File: config.mk
export PLATFORM = sky130hd
export DESIGN_NAME = debug_step_controller
export DESIGN_NICKNAME = d
export VERILOG_FILES = /design/src/rtl/debug_step_controller.sv
export SDC_FILE = /design/constraint.sdc
export NUM_CORES = 1
export LEC_CHECK = 0
export BUFFER_PORTS_ARGS = -buffer_cell sky130_fd_sc_hd__buf_4
export CORE_UTILIZATION = 30
export DETAILED_ROUTE_END_ITERATION = 12
export SLEW_MARGIN = 20
export SYNTH_ARGS = -nofsm -noshare
export SYNTH_HDL_FRONTEND = slang
export SYNTH_SLANG_ARGS = --single-unit
export TNS_END_PERCENT = 1
File: constraint.sdc
create_clock -name clk -period 2.14 [get_ports clk]
set_input_delay 0.321 -clock clk [delete_from_list [all_inputs] [get_ports clk]]
set_output_delay 0.321 -clock clk [all_outputs]
set_load 0.03 [all_outputs]
File: src/rtl/debug_step_controller.sv
// rtl/debug_step_controller.sv - CPU pipeline clock-enable generator: auto run or debounced single-step.
// Optional burst stepping on KEY[1] is built when BURST_STEP_EN is defined.
module debug_step_controller #(
    parameter int DEBOUNCE_CYCLES = 50000,
    parameter int AUTO_DIV        = 1,
    parameter int BURST_LEN       = 8,
    parameter int CNT_W           = 16
) (
    input  logic             clk,
    input  logic             rst_n,
    input  logic             manual_mode,
    input  logic             key_step_n,
    input  logic             key_burst_n,
    output logic             cpu_clk_en,
    output logic             busy,
    output logic [CNT_W-1:0] step_count
);

    localparam int DB_W  = $clog2(DEBOUNCE_CYCLES + 1);
    localparam int DIV_W = $clog2(AUTO_DIV + 1);

`ifdef BURST_STEP_EN
    localparam int NK    = 2;
    localparam int REM_W = $clog2(BURST_LEN + 1);
    typedef enum logic [1:0] {S_IDLE, S_STEP, S_BURST} state_t;
`else
    localparam int NK    = 1;
    typedef enum logic [0:0] {S_IDLE, S_STEP} state_t;
`endif

    // Bit 0 is the step key, bit 1 (when built) the burst key.
    logic [NK-1:0] key_raw;
`ifdef BURST_STEP_EN
    assign key_raw = {key_burst_n, key_step_n};
`else
    logic unused_burst;
    assign key_raw      = key_step_n;
    assign unused_burst = key_burst_n;
`endif

    logic [1:0]      mode_sync_q, mode_sync_d;
    logic            mode_prev_q, mode_prev_d;
    logic [NK-1:0]   key_s1_q, key_s1_d, key_s2_q, key_s2_d;
    logic [NK-1:0]   stable_q, stable_d, stable_prev_q, stable_prev_d;
    logic [DB_W-1:0] db_cnt_q [NK];
    logic [DB_W-1:0] db_cnt_d [NK];
    logic [DIV_W-1:0] div_q, div_d;
    logic [CNT_W-1:0] cnt_q, cnt_d;
    state_t          state_q, state_d;
    logic [NK-1:0]   press;
    logic            mode;
    logic            en;
`ifdef BURST_STEP_EN
    logic [REM_W-1:0] rem_q, rem_d;
`endif

    always_comb begin
        mode_sync_d   = {mode_sync_q[0], manual_mode};
        mode_prev_d   = mode_sync_q[1];
        key_s1_d      = key_raw;
        key_s2_d      = key_s1_q;
        stable_d      = stable_q;
        stable_prev_d = stable_q;
        for (int k = 0; k < NK; k++) begin
            db_cnt_d[k] = '0;
            if (key_s2_q[k] != stable_q[k]) begin
                if (db_cnt_q[k] == DB_W'(DEBOUNCE_CYCLES - 1))
                    stable_d[k] = key_s2_q[k];
                else
                    db_cnt_d[k] = db_cnt_q[k] + 1'b1;
            end
        end
        // Only the released->pressed transition of the debounced key is an event.
        press = stable_prev_q & ~stable_q;
    end

    always_comb begin
        state_d = state_q;
        div_d   = div_q;
        en      = 1'b0;
        mode    = mode_sync_q[1];
`ifdef BURST_STEP_EN
        rem_d   = rem_q;
`endif
        if (mode != mode_prev_q) begin
            // One quiet cycle on every mode switch; both sides restart clean.
            state_d = S_IDLE;
            div_d   = '0;
        end else if (!mode) begin
            state_d = S_IDLE;
            if (div_q == DIV_W'(AUTO_DIV - 1)) begin
                div_d = '0;
                en    = 1'b1;
            end else begin
                div_d = div_q + 1'b1;
            end
        end else begin
            case (state_q)
                S_IDLE: begin
`ifdef BURST_STEP_EN
                    if (press[1]) begin
                        state_d = S_BURST;
                        rem_d   = REM_W'(BURST_LEN - 1);
                    end else
`endif
                    if (press[0]) state_d = S_STEP;
                end
                S_STEP: begin
                    en      = 1'b1;
                    state_d = S_IDLE;
                end
`ifdef BURST_STEP_EN
                S_BURST: begin
                    en = 1'b1;
                    if (rem_q == '0) state_d = S_IDLE;
                    else             rem_d   = rem_q - 1'b1;
                end
`endif
                default: state_d = S_IDLE;
            endcase
        end
        cnt_d = cnt_q + CNT_W'(en);
    end

    always_ff @(posedge clk or negedge rst_n) begin
        if (!rst_n) begin
            mode_sync_q   <= '0;
            mode_prev_q   <= 1'b0;
            key_s1_q      <= '1;
            key_s2_q      <= '1;
            stable_q      <= '1;
            stable_prev_q <= '1;
            for (int k = 0; k < NK; k++) db_cnt_q[k] <= '0;
            div_q         <= '0;
            cnt_q         <= '0;
            state_q       <= S_IDLE;
`ifdef BURST_STEP_EN
            rem_q         <= '0;
`endif
        end else begin
            mode_sync_q   <= mode_sync_d;
            mode_prev_q   <= mode_prev_d;
            key_s1_q      <= key_s1_d;
            key_s2_q      <= key_s2_d;
            stable_q      <= stable_d;
            stable_prev_q <= stable_prev_d;
            for (int k = 0; k < NK; k++) db_cnt_q[k] <= db_cnt_d[k];
            div_q         <= div_d;
            cnt_q         <= cnt_d;
            state_q       <= state_d;
`ifdef BURST_STEP_EN
            rem_q         <= rem_d;
`endif
        end
    end

    assign cpu_clk_en = en;
    assign step_count = cnt_q;
`ifdef BURST_STEP_EN
    assign busy = (state_q == S_BURST);
`else
    assign busy = 1'b0;
`endif

endmodule

==> Yosys cells after proc, flatten, opt, wreduce, memory -nomap -nowiden <==
Cells that the tools add are included.
{ "word_totals": {"register_bits": 41, "inputBits": 5, "word_cells": 34} }
{ "classes": {"add_sub_neg": 3, "n_eq_ne": 4, "muxes": 13, "n_bitwise": 3, "reduce_logical": 1} }
{ "op_table": {"columns": ["cell", "count"], "rows": [
  ["$mux 16", 2],
  ["$add 16x1->16", 1],
  ["$add 16x1->16 const B", 1],
  ["$eq 16x16->1 const B", 1],
  ["$mux 1", 10],
  ["$ne 1x1->1", 2],
  ["$ne 2x1->1 const B", 1],
  ["$not 1->1", 2],
  ["$pmux 1 s2", 1],
  ["$reduce_and 2->1", 1],
  ["$add 1x1->1 const B", 1],
  ["$and 1x1->1", 1]
]} }

==> Logic depth before layout (Yosys ltp) <==
Gate-level depths: netlist of run 1.
{ "depth": {"depth_word": 6, "ltp_mapped": 8, "depth_no_buf": 8} }

==> Worst setup path after synthesis of run 1 <==
No wires, ideal clock.
{ "synth_timing": {"kind": "register -> register", "startpoint": "register mode_sync_q[1]", "endpoint": "register cnt_q[12] (netlist: step_count[12])", "arrival_ns": 2.255, "slack_ns": -0.249, "path_stages_with_launch": 8, "path_buffers": 0, "synth_period_minus_slack_ns": 2.389, "path_cell_list": "dfrtp_1 -> o21ai_0 -> ha_1 -> ha_1 -> nand3_1 -> nor3_1 -> nand2_1 -> xnor2_1"} }
{ "synth_via": {"elab_chain_len": 3, "elab_cells_between_ends": 4} }
{ "synth_lines": {"columns": ["item", "line", "rtl"], "rows": [
  ["start, declared", "41", "logic [1:0] mode_sync_q, mode_sync_d;"],
  ["start signal, assigned", "141", "mode_sync_q <= mode_sync_d;"],
  ["$mux 1 / $ne 1x1->1 (equally long branches)", "89, 85", null],
  ["$mux 1 (*)", "85", "if (mode != mode_prev_q) begin"],
  ["via cpu_clk_en", "14", "output logic cpu_clk_en,"],
  ["$add 16x1->16 (*)", "122", "cnt_d = cnt_q + CNT_W'(en);"],
  ["via cnt_d[12]", "48", "logic [CNT_W-1:0] cnt_q, cnt_d;"],
  ["end signal, assigned", "149", "cnt_q <= cnt_d;"],
  ["end, declared", "48", null]
]} }
The timed path passes the listed nets; every way through them passes the cells marked *.
A chain may end at the register's enable or synchronous reset.

==> Final worst setup path of run 1 <==
{ "layout_timing": {"startpoint": "register mode_sync_q[1]", "endpoint": "register cnt_q[14] (netlist: step_count[14])"} }
{ "layout_via": {"elab_chain_len": 3, "elab_cells_between_ends": 4} }
{ "layout_lines": {"columns": ["item", "line"], "rows": [
  ["$mux 1 / $ne 1x1->1 (equally long branches)", "89, 85"],
  ["$mux 1 (*)", "85"],
  ["$add 16x1->16 (*)", "122"],
  ["via cnt_d[14]", "48"]
]} }
Marked as above.

==> metrics.yaml, run 1 <==
clk_pin_slew_ns: 0.08
antenna_found_initial: 0
synth_seq_cells: 40
vias: 1105
max_slew_margin: 0.661
rsz0062_at_grt: "no"
grt_pass1_vias: 1084
ioPinCount: 23
cts_tree: "built"
wire_per_inst_um: 11.6
final_nets: 180
routabilityCongestion: 0.707
ant_nets: 0
clock-sinks: 40
hold_buffers: 0
cp.arrival_ns: 2.00
status: "finished with violations"
violations: "negative hold slack"
fp.dieW_um: 78.1
timing.hold.ws_ns: -0.00123
firstDrtPassIters: 4
p_per_area_nw_per_um2: 818
hold_path_class: "in2async"
vias_per_cell: 4.51
yosysSeqAreaShare: 0.578
clockBufferDepth: 2
htreeDepth: 2
numCtsBuffers: 5
drive_above_1_share: 0.225
post_cts_buffers: 0
drt_iter0_markers: 74
synthToLayoutAreaGrowth_pct: 17.8
final-hold-violation-count: 5
die_y_um: 78.1
path_class: "reg2reg"
vdd_drop_max_v: 0.000410
port_buffers: 20
syn-num-nets: 155
root_buffer: "clkbuf_8"
maxCapViolCount: 0
finalSetupViolCount: 0
cts_resized: 0
p_leak_nw: 0.888
slew_viol_final: 0
coreArea_um2: 5540
grt_max_degree: 41
rows: 27
critPathCaptureType: "flop"
n_antenna_cell: 0
track_usage: 0.106
synth_area_um2: 1740
fin_skew_ns: 0.00704
finalCritPeriodShare: 0.851
synth.distinct_cells: 25
worstSkewPairLatency_ns: 0.29
synth_area_per_cell_um2: 11.8
yosysWarnings: 0
synthCells: 147
final.setup.tns_ns: 0
fin_area_um2: 2050
power_w: 0.00168
fin_crit_ns: 1.82
worst_pin_slew_ns: 0.508
async_reset_ff_frac: 1.00
grt_overflow_total: 0
hpwl_um: 1840
drc: 0
synth_edf_count: 0
wl_um: 2840
worstPathMaxFanout: 4
ys_dominant_reg_cell: "dfrtp_1"
postPlaceCellArea_um2: 1960
dieArea_um2: 6110
required_ns: 2.32
fmax_mhz: 549
initial_core_util: 0.314
grt_pass1_wl_um: 4990
startpoint_type: "flop"
==> final cells by class <==
class | instances | area [µm²]
fillers | 549 | 3490
flip-flops and latches | 40 | 1010
multi-input cells | 101 | 703
repair buffers | 20 | 150
well taps | 72 | 90.1
clock buffers | 6 | 72.6
inverters | 4 | 15.0
clock inverters | 2 | 12.5
==> metrics by stage <==
stage	hold WS [ns]	utilization	cells	worst slack, ns
after floorplan	0.0254	-	147	0.0326
after detailed placement	0.335	0.355	237	0.308
final	-0.00123	0.370	245	0.320
after global routing	0.0256	0.370	245	0.0737
after CTS	0.0148	0.370	245	0.290
after global placement	0.328	0.355	237	0.317
==> logic make-up after synthesis <==
family                     Yosys count  share of synthesized area
xor gates and xnor gates            29                      0.146
buffers and inverters                6                     0.0173
other                                1                    0.00216
adders and majority gates            3                     0.0216
muxes                                1                    0.00647
and+or+nand+nor                     66                      0.225
AOI/OAI and AO/OA                    1                    0.00287
DFF                                 40                      0.578
==> layout by cell type, fill, tap and decap left out, drive strengths merged, types with 3 or more instances in the layout <==
master,instances
dfrtp,36
nor2,22
xnor2,21
buf,20
nand3,13
xor2,8
nand4,7
nand2,7
nor3,6
clkbuf,6
inv,4
nor4,4
dfstp,4
and3,3
ha,3
==> routing by layer <==
layer | vias up | global-route usage | part of all wire
met5 | - | 0 | 0
met4 | 0 | 0.0611 | 0.015
met3 | 6 | 0.0360 | 0.033
met2 | 15 | 0.157 | 0.44
met1 | 536 | 0.134 | 0.51
li1 | 548 | - | -
==> synth_stat cells, drive strengths merged (4+ instances only) <==
| cell type | n | share of area |
|---|---|---|
| xnor2 | 21 | 0.11 |
| inv | 4 | 0.0086 |
| dfrtp | 36 | 0.52 |
| nand4 | 7 | 0.034 |
| nor2 | 22 | 0.047 |
| nand3 | 13 | 0.045 |
| nand2 | 7 | 0.017 |
| nor4 | 4 | 0.029 |
| nor3 | 6 | 0.020 |
| xor2 | 8 | 0.040 |
| dfstp | 4 | 0.060 |
==> path summary, 6_finish.rpt <==
check / startpoint / endpoint / slack (ns) / cells after the start
hold reg to reg: mode_sync_q[0]$_DFF_PN0_ / mode_sync_q[1]$_DFF_PN0_ / 0.35 / 0
hold / removal: rst_n / mode_prev_q$_DFF_PN0_ / -0.001 / 1
max in group asynchronous: rst_n / stable_prev_d$_DFFE_PN1P_ / 1.78 / 1
min in group clk: key_step_n / key_s1_q$_DFF_PN1_ / 0.13 / 1
setup reg to reg: mode_sync_q[1]$_DFF_PN0_ / step_count[14]$_DFF_PN0_ / 0.32 / 7
setup / recovery: mode_sync_q[1]$_DFF_PN0_ / step_count[14]$_DFF_PN0_ / 0.32 / 7
==> registers in the layout, summed over array words and instances (netlist names) <==
name,cells
db_cnt_q,16
step_count,16
stable_prev_q,1
key_s1_q,1
state_q,1
mode_prev_q,1
mode_sync_q,2
key_s2_q,1
stable_prev_d,1
==> critical path: stages, from the launching register on <==
cell and delay [ns]:
dfrtp_1 0.41, o21ai_1 0.20, ha_1 0.22, ha_1 0.19
nand3_1 0.18, nor3_1 0.28, nand2_1 0.10, xnor2_1 0.13
==> power breakdown <==
part / internal (W) / total, W / switching [W] / leakage [nW]
logic: 0.000110 / 0.000294 / 0.000184 / 0.322
clock network: 0.000228 / 0.000491 / 0.000263 / 0.0412
registers: 0.000822 / 0.000891 / 0.0000688 / 0.525
total: 0.00116 / 0.00168 / 0.000516 / 0.888
(Power assumes the default switching activity.)
==> run 2: changes to the inputs <==
--- a/config.mk
+++ b/config.mk
@@ -5,9 +5,11 @@
 export SDC_FILE = /design/constraint.sdc
 export NUM_CORES = 1
 export LEC_CHECK = 0
+export ABC_AREA = 1
 export BUFFER_PORTS_ARGS = -buffer_cell sky130_fd_sc_hd__buf_4
 export CORE_UTILIZATION = 30
 export DETAILED_ROUTE_END_ITERATION = 12
+export SETUP_SLACK_MARGIN = 0.2
 export SLEW_MARGIN = 20
 export SYNTH_ARGS = -nofsm -noshare
 export SYNTH_HDL_FRONTEND = slang
==> metrics.yaml, run 2 <==
status: "finished with violations"  # unchanged
timing.hold.ws_ns: -0.0166  # was -0.00123 ns
path_cells: "xor2_1 > a21oi_4 > ha_4 > ha_2 > nand3_2 > nor2_4 > nand3_1 > xor2_1"  # was o21ai_1 > ha_1 > ha_1 > nand3_1 > nor3_1 > nand2_1 > xnor2_1
clock-sinks: 40  # unchanged
drt_iter0_markers: 59  # was 74
drt-met1-wl_um: 1630  # was 1440 µm
grt_pass1_vias: 1418  # was 1084
rsz0062_at_grt: "no"  # unchanged
fmax_mhz: 555  # was 549 MHz
final_common_cell: "nor2_1"  # was dfrtp_1
slowest_delay_ns: 0.44  # was 0.41 ns
port_buffers: 20  # unchanged
fin_crit_ns: 1.80  # was 1.82 ns
grt_max_degree: 41  # unchanged
synth_area_leaders: "dfrtp_1, nor2_1, xor2_1"  # was dfrtp_1, xnor2_1, dfstp_2
routed.top_layer: "met4"  # unchanged
synth_commonest_cells: "nor2_1, dfrtp_1, nand2_1, inv_1, xor2_1"  # was dfrtp_1, nor2_1, xnor2_1, nand3_1, xor2_1
syn-num-nets: 217  # was 155
antenna_found_initial: 0  # unchanged
timing.rr.start: "mode_sync_q[1]$_DFF_PN0_"  # unchanged
synthSimpleGateAreaFrac: 0.261  # was 0.225
async_reset_ff_frac: 1.00  # unchanged
startpoint: "mode_sync_q[1]$_DFF_PN0_"  # unchanged
initial_core_util: 0.315  # was 0.314
ys_dominant_reg_cell: "dfrtp_1"  # unchanged
dr_wl_met2_um: 1530  # was 1260 µm
final.setup.tns_ns: 0  # unchanged
grt_overflow_total: 0  # unchanged
n_antenna_cell: 0  # unchanged
worstSkewPairLatency_ns: 0.29  # about the same
drive_above_1_share: 0.215  # was 0.225
synth_xor_area_frac: 0.111  # was 0.146
synth_area_per_cell_um2: 9.02  # was 11.8 µm²
numCtsBuffers: 5  # unchanged
vdd_drop_max_v: 0.000506  # was 0.000410 V
final_nets: 244  # was 180
yosysSeqAreaShare: 0.534  # was 0.578
synth_edf_count: 0  # unchanged
critPathCaptureType: "flop"  # unchanged
synth_top_area_share: 0.478  # was 0.518
vias: 1362  # was 1105
ant_nets: 0  # unchanged
cts_tree: "built"  # unchanged
vias_per_cell: 4.37  # was 4.51
track_usage: 0.124  # was 0.106
drc: 0  # unchanged
routabilityCongestion: 0.817  # was 0.707
hpwl_um: 2410  # was 1840 µm
clockBufferDepth: 2  # unchanged
coreArea_um2: 5990  # was 5540 µm²
synth-compound-area-share: 0.0173  # was 0.00288
synth.distinct_cells: 23  # was 25
die_y_um: 81.3  # was 78.1 µm
finalCritPeriodShare: 0.842  # was 0.851
synth_seq_cells: 40  # unchanged
met3RoutedLength_um: 163  # was 93 µm
final_util: 0.378  # was 0.370
final_cell_mix: "nor2_1, nand2_1, dfrtp_1"  # was dfrtp_1, nor2_1, xnor2_1
rrSetupSlack_ns: 0.34  # was 0.32 ns
hold_path_class: "in2async"  # unchanged
synth_top_cell_by_area: "dfrtp_1"  # unchanged
wire_per_inst_um: 10.8  # was 11.6 µm
grt_pass1_wl_um: 6180  # was 4990 µm
fin_skew_ns: 0.00783  # was 0.00704 ns
fp.dieW_um: 81.3  # was 78.1 µm
maxCapViolCount: 0  # unchanged
synth_area_um2: 1890  # was 1740 µm²
crit_path_frequent_cell: "xor2_1"  # was ha_1
endpoint: "step_count[14]$_DFF_PN0_"  # unchanged
startpoint_type: "flop"  # unchanged
p_per_area_nw_per_um2: 765  # was 818 nW/µm²
ioPinCount: 23  # unchanged
violations: "negative hold slack"  # unchanged
dieArea_um2: 6610  # was 6110 µm²
synthToLayoutAreaGrowth_pct: 20.2  # was 17.8%
rows: 28  # was 27
wl_um: 3360  # was 2840 µm
p_leak_nw: 1.04  # was 0.888 nW
yosysWarnings: 0  # unchanged
htreeDepth: 2  # unchanged
num-fill-cells: 594  # was 549
cp_slowest_cell: "dfrtp_2"  # was dfrtp_1
r2r_cells: 8  # was 7
synthMuxAreaShare: 0  # was 0.00647
clk_pin_slew_ns: 0.08  # about the same
firstDrtPassIters: 4  # unchanged
r2r-end: "step_count[14]$_DFF_PN0_"  # unchanged
required_ns: 2.33  # was 2.32 ns
synth_most_common_cell: "nor2_1"  # was dfrtp_1
worstPathMaxFanout: 4  # unchanged
final-hold-violation-count: 24  # was 5
synth_fa_ha_area_frac: 0.0199  # was 0.0216
slew_viol_final: 0  # unchanged
synth_top_family_by_area: "simple AND/OR/NAND/NOR gates"  # unchanged
finalSetupViolCount: 0  # unchanged
synthCells: 209  # was 147
path_class: "reg2reg"  # unchanged
cp.arrival_ns: 1.99  # was 2.00 ns
root_buffer: "clkbuf_8"  # unchanged
[run 2: changes by cell type in the layout (fill, tap and decap cells not counted), moves of 4 or more]
cell / before / now
inv_1: 4 / 26
nand2_1: 6 / 36
nand2_2: 1 / 5
nor2_1: 22 / 38
nor4_2: 4 / 0
xnor2_1: 21 / 6
xor2_1: 8 / 16
[run 2: final cells by class]
type / instances / area [µm²] / area share
clock buffer: 6 / 82.6 / 0.0364
inverter: 26 / 97.6 / 0.0430
multi-input combinational: 142 / 813 / 0.359
timing repair buffer: 21 / 158 / 0.0695
tap: 75 / 93.8 / 0.0414
sequential: 40 / 1010 / 0.444
clock inverter: 2 / 15.0 / 0.00662
[run 2: worst max-delay path, delay by kind of cell, from the launching register on]
kind / cells / cell delay [ns]
compound gates: 1 / 0.16
simple gates: 3 / 0.38
xor+xnor: 2 / 0.36
fa+ha+maj: 2 / 0.35
flops: 1 / 0.44
[run 2: how the worst min path moves through the flow]
| stage | start | endpoint | slack (ns) | depth (start not counted) |
|---|---|---|---|---|
| after floorplan | rst_n | db_cnt_q[0]$_DFF_PN0_ | 0.03 | 0 |
| after global placement | rst_n | step_count[15]$_DFF_PN0_ | 0.33 | 1 |
| after detailed placement | rst_n | step_count[15]$_DFF_PN0_ | 0.33 | 1 |
| after CTS | rst_n | step_count[15]$_DFF_PN0_ | 0.0001 | 1 |
| after global routing | rst_n | step_count[10]$_DFF_PN0_ | 0.02 | 1 |
| final | rst_n | step_count[10]$_DFF_PN0_ | -0.02 | 1 |
[run 2: per-stage QoR]
step	instance area (µm²)	total power (W)	cells	worst slack [ns]
3_3_place_gp	2150	0.00121	303	0.286
2_1_floorplan	1910	0.00109	209	0.201
5_1_grt	2270	0.00183	312	0.215
6_report	2270	0.00173	312	0.339
3_5_place_dp	2150	0.00121	303	0.230
4_1_cts	2250	0.00176	311	0.234
[run 2: what timing repair did]
item | in CTS | in global routing
endpoints found under the setup margin | 0 | 3
gates resized for setup | 0 | 3
setup buffers | 0 | 1
hold buffers | 0 | 0
[run 2: kinds of logic (layout without fill, tap and decap cells)]
family,Yosys count,in the layout
XOR/XNOR,23,23
AO/OA/AOI/OAI,6,6
buffers and inverters,27,55
flip-flops,40,40
adder cells (fa/ha/maj),3,3
other,1,1
AND/OR/NAND/NOR,109,109
[run 2: routing by layer]
| metal | up-vias | global-route usage |
|---|---|---|
| li1 | 701 | - |
| met1 | 622 | 0.152 |
| met2 | 34 | 0.198 |
| met3 | 5 | 0.0371 |
| met4 | 0 | 0.0607 |
| met5 | - | 0 |
[run 2: where the power goes]
group | total (W) | switching [W] | internal, W
sequential | 0.000894 | 0.0000748 | 0.000820
clock | 0.000532 | 0.000271 | 0.000261
combinational | 0.000308 | 0.000190 | 0.000118
total | 0.00173 | 0.000535 | 0.00120
==> run 3: changes to the inputs <==
==> constraint.sdc (replaced) <==
create_clock -name clk -period 1.75 [get_ports clk]
set_input_delay 0.2625 -clock clk [delete_from_list [all_inputs] [get_ports clk]]
set_output_delay 0.2625 -clock clk [all_outputs]
set_load 0.03 [all_outputs]
==> metrics.yaml, run 3 (same netlist as run 2, synthesis figures left out) <==
wl_um: 3690  # was 3360 µm
cts_tree: "built"  # unchanged
synthToLayoutAreaGrowth_pct: 25.3  # was 20.2%
min_to: "mode_sync_q[0]$_DFF_PN0_"
ioPinCount: 23  # unchanged
pre_cts_slack_ns: 0.0336  # was 0.230 ns
rows: 28  # unchanged
p_per_area_nw_per_um2: 919  # was 765 nW/µm²
cp.buffers_inverters: 0  # unchanged
max_slew_margin: 0.653
drive_above_1_share: 0.242  # was 0.215
r2r_cells: 8  # unchanged
crit_family: "flip-flops"  # unchanged
antenna_found_initial: 0  # unchanged
finalSetupViolCount: 0  # unchanged
htreeDepth: 2  # unchanged
clockBufferDepth: 2  # unchanged
slowest_delay_ns: 0.40  # was 0.44 ns
rsz0062_at_grt: "yes"  # was no
final-hold-violation-count: 0  # was 24
grt_max_degree: 41  # unchanged
grt_pass1_vias: 1369  # was 1418
ant_nets: 0  # unchanged
final_common_cell: "nor2_1"  # unchanged
fin_skew_ns: 0.0117  # was 0.00783 ns
worst_pin_slew_ns: 0.521
hpwl_um: 2460  # was 2410 µm
grt_overflow_total: 0  # unchanged
final.setup.tns_ns: 0  # unchanged
clock-sinks: 40  # unchanged
hold_path_class: "in2reg"  # was in2async
setup_slack_ns: 0.0988  # was 0.339 ns
wire_per_inst_um: 11.6  # was 10.8 µm
dieArea_um2: 6610  # unchanged
status: "finished clean"  # was finished with violations
worstPathMaxFanout: 3  # was 4
p_leak_nw: 1.08  # was 1.04 nW
clk_pin_slew_ns: 0.08  # about the same
n_antenna_cell: 0  # unchanged
vdd_drop_max_v: 0.000727  # was 0.000506 V
fmax_mhz: 606  # was 555 MHz
finalCritPeriodShare: 0.944  # was 0.842
maxCapViolCount: 0  # unchanged
final_nets: 251  # was 244
startpoint_type: "flop"  # unchanged
crit_path_frequent_cell: "ha_4"  # was xor2_1
routabilityCongestion: 0.837  # was 0.817
fp.dieW_um: 81.3  # unchanged
die_y_um: 81.3  # unchanged
final_cell_mix: "nor2_1, nand2_1, dfrtp_1"  # unchanged
slew_viol_final: 0  # unchanged
fin_crit_ns: 1.65  # was 1.80 ns
required_ns: 1.94  # was 2.33 ns
firstDrtPassIters: 4  # unchanged
min_delay_path_depth: 1
coreArea_um2: 5990  # unchanged
cp.arrival_ns: 1.84  # was 1.99 ns
r2r-end: "step_count[10]$_DFF_PN0_"  # was step_count[14]$_DFF_PN0_
vias_per_cell: 4.36  # was 4.37
drt_iter0_markers: 54  # was 59
path_class: "reg2reg"  # unchanged
vias: 1391  # was 1362
port_buffers: 20  # unchanged
rrSetupSlack_ns: 0.1  # was 0.34 ns
min_from: "manual_mode"
root_buffer: "clkbuf_8"  # unchanged
grt_pass1_wl_um: 6340  # was 6180 µm
path_depth: 8  # unchanged
worstSkewPairLatency_ns: 0.30  # was 0.29 ns
timing.rr.start: "mode_prev_q$_DFF_PN0_"  # was mode_sync_q[1]$_DFF_PN0_
initial_core_util: 0.315  # unchanged
numCtsBuffers: 5  # unchanged
drc: 0  # unchanged
critPathCaptureType: "flop"  # unchanged
path_cells: "xor2_2 > a21oi_4 > ha_4 > ha_4 > nand3_4 > nor2_4 > nand2_1 > xor2_1"  # was xor2_1 > a21oi_4 > ha_4 > ha_2 > nand3_2 > nor2_4 > nand3_1 > xor2_1
cp_slowest_cell: "dfrtp_1"  # was dfrtp_2
track_usage: 0.130  # was 0.124
==> run 3: layer usage <==
metal  wire length, µm  GRT usage  up-vias
li1                  -          -      715
met1              1730      0.160      643
met2              1740      0.210       26
met3               132     0.0303        7
met5                 0          0        -
met4                78     0.0696        0
==> run 3: worst max-delay path by stage <==
stage | start | endpoint | slack [ns]
detailed placement | mode_sync_q[1]$_DFF_PN0_ | step_count[14]$_DFF_PN0_ | 0.03
floorplan | mode_sync_q[1]$_DFF_PN0_ | step_count[14]$_DFF_PN0_ | -0.06
finish | mode_prev_q$_DFF_PN0_ | step_count[10]$_DFF_PN0_ | 0.1
CTS | mode_prev_q$_DFF_PN0_ | step_count[14]$_DFF_PN0_ | 0.11
global route | mode_prev_q$_DFF_PN0_ | step_count[14]$_DFF_PN0_ | -0.01
global placement | mode_sync_q[1]$_DFF_PN0_ | step_count[14]$_DFF_PN0_ | 0.05
==> run 3: what timing repair did <==
item,4_1_cts,5_1_grt
hold buffers,1,0
gates resized for setup,0,4
buffers inserted,4,0
setup endpoints to repair,11,12
pin swaps,2,1
endpoints found under the hold margin,36,0
cloned,0,0
==> run 3: stage by stage <==
stage | utilization | instances | power, W | hold slack, ns | instance area (µm²)
floorplan | - | 209 | 0.00136 | -0.0331 | 1960
global placement | 0.370 | 306 | 0.00152 | 0.278 | 2210
detailed placement | 0.370 | 306 | 0.00153 | 0.282 | 2210
CTS | 0.391 | 319 | 0.00219 | 0.0644 | 2340
global route | 0.394 | 319 | 0.00227 | 0.0652 | 2360
finish | 0.394 | 319 | 0.00217 | 0.0739 | 2360
==> run 3: worst reg2reg max path, delay by kind of cell, from the launching register on <==
kind | cells | cell delay (ns)
adder cells (fa/ha/maj) | 2 | 0.33
AO/OA/AOI/OAI | 1 | 0.15
XOR/XNOR | 2 | 0.37
AND/OR/NAND/NOR | 3 | 0.31
flip-flops | 1 | 0.40
==> run 3: where the power goes <==
group | internal [W] | switching, W
clock network | 0.000322 | 0.000321
logic | 0.000168 | 0.000241
registers | 0.00100 | 0.000116
==> run 3: area by class of cell <==
cell class,instances,area (µm²)
Clock buffer,8,90.1
Fill cell,596,3630
Inverter,26,97.6
Multi-Input combinational cell,142,857
Sequential cell,40,1010
Tap cell,75,93.8
Timing Repair Buffer,28,216
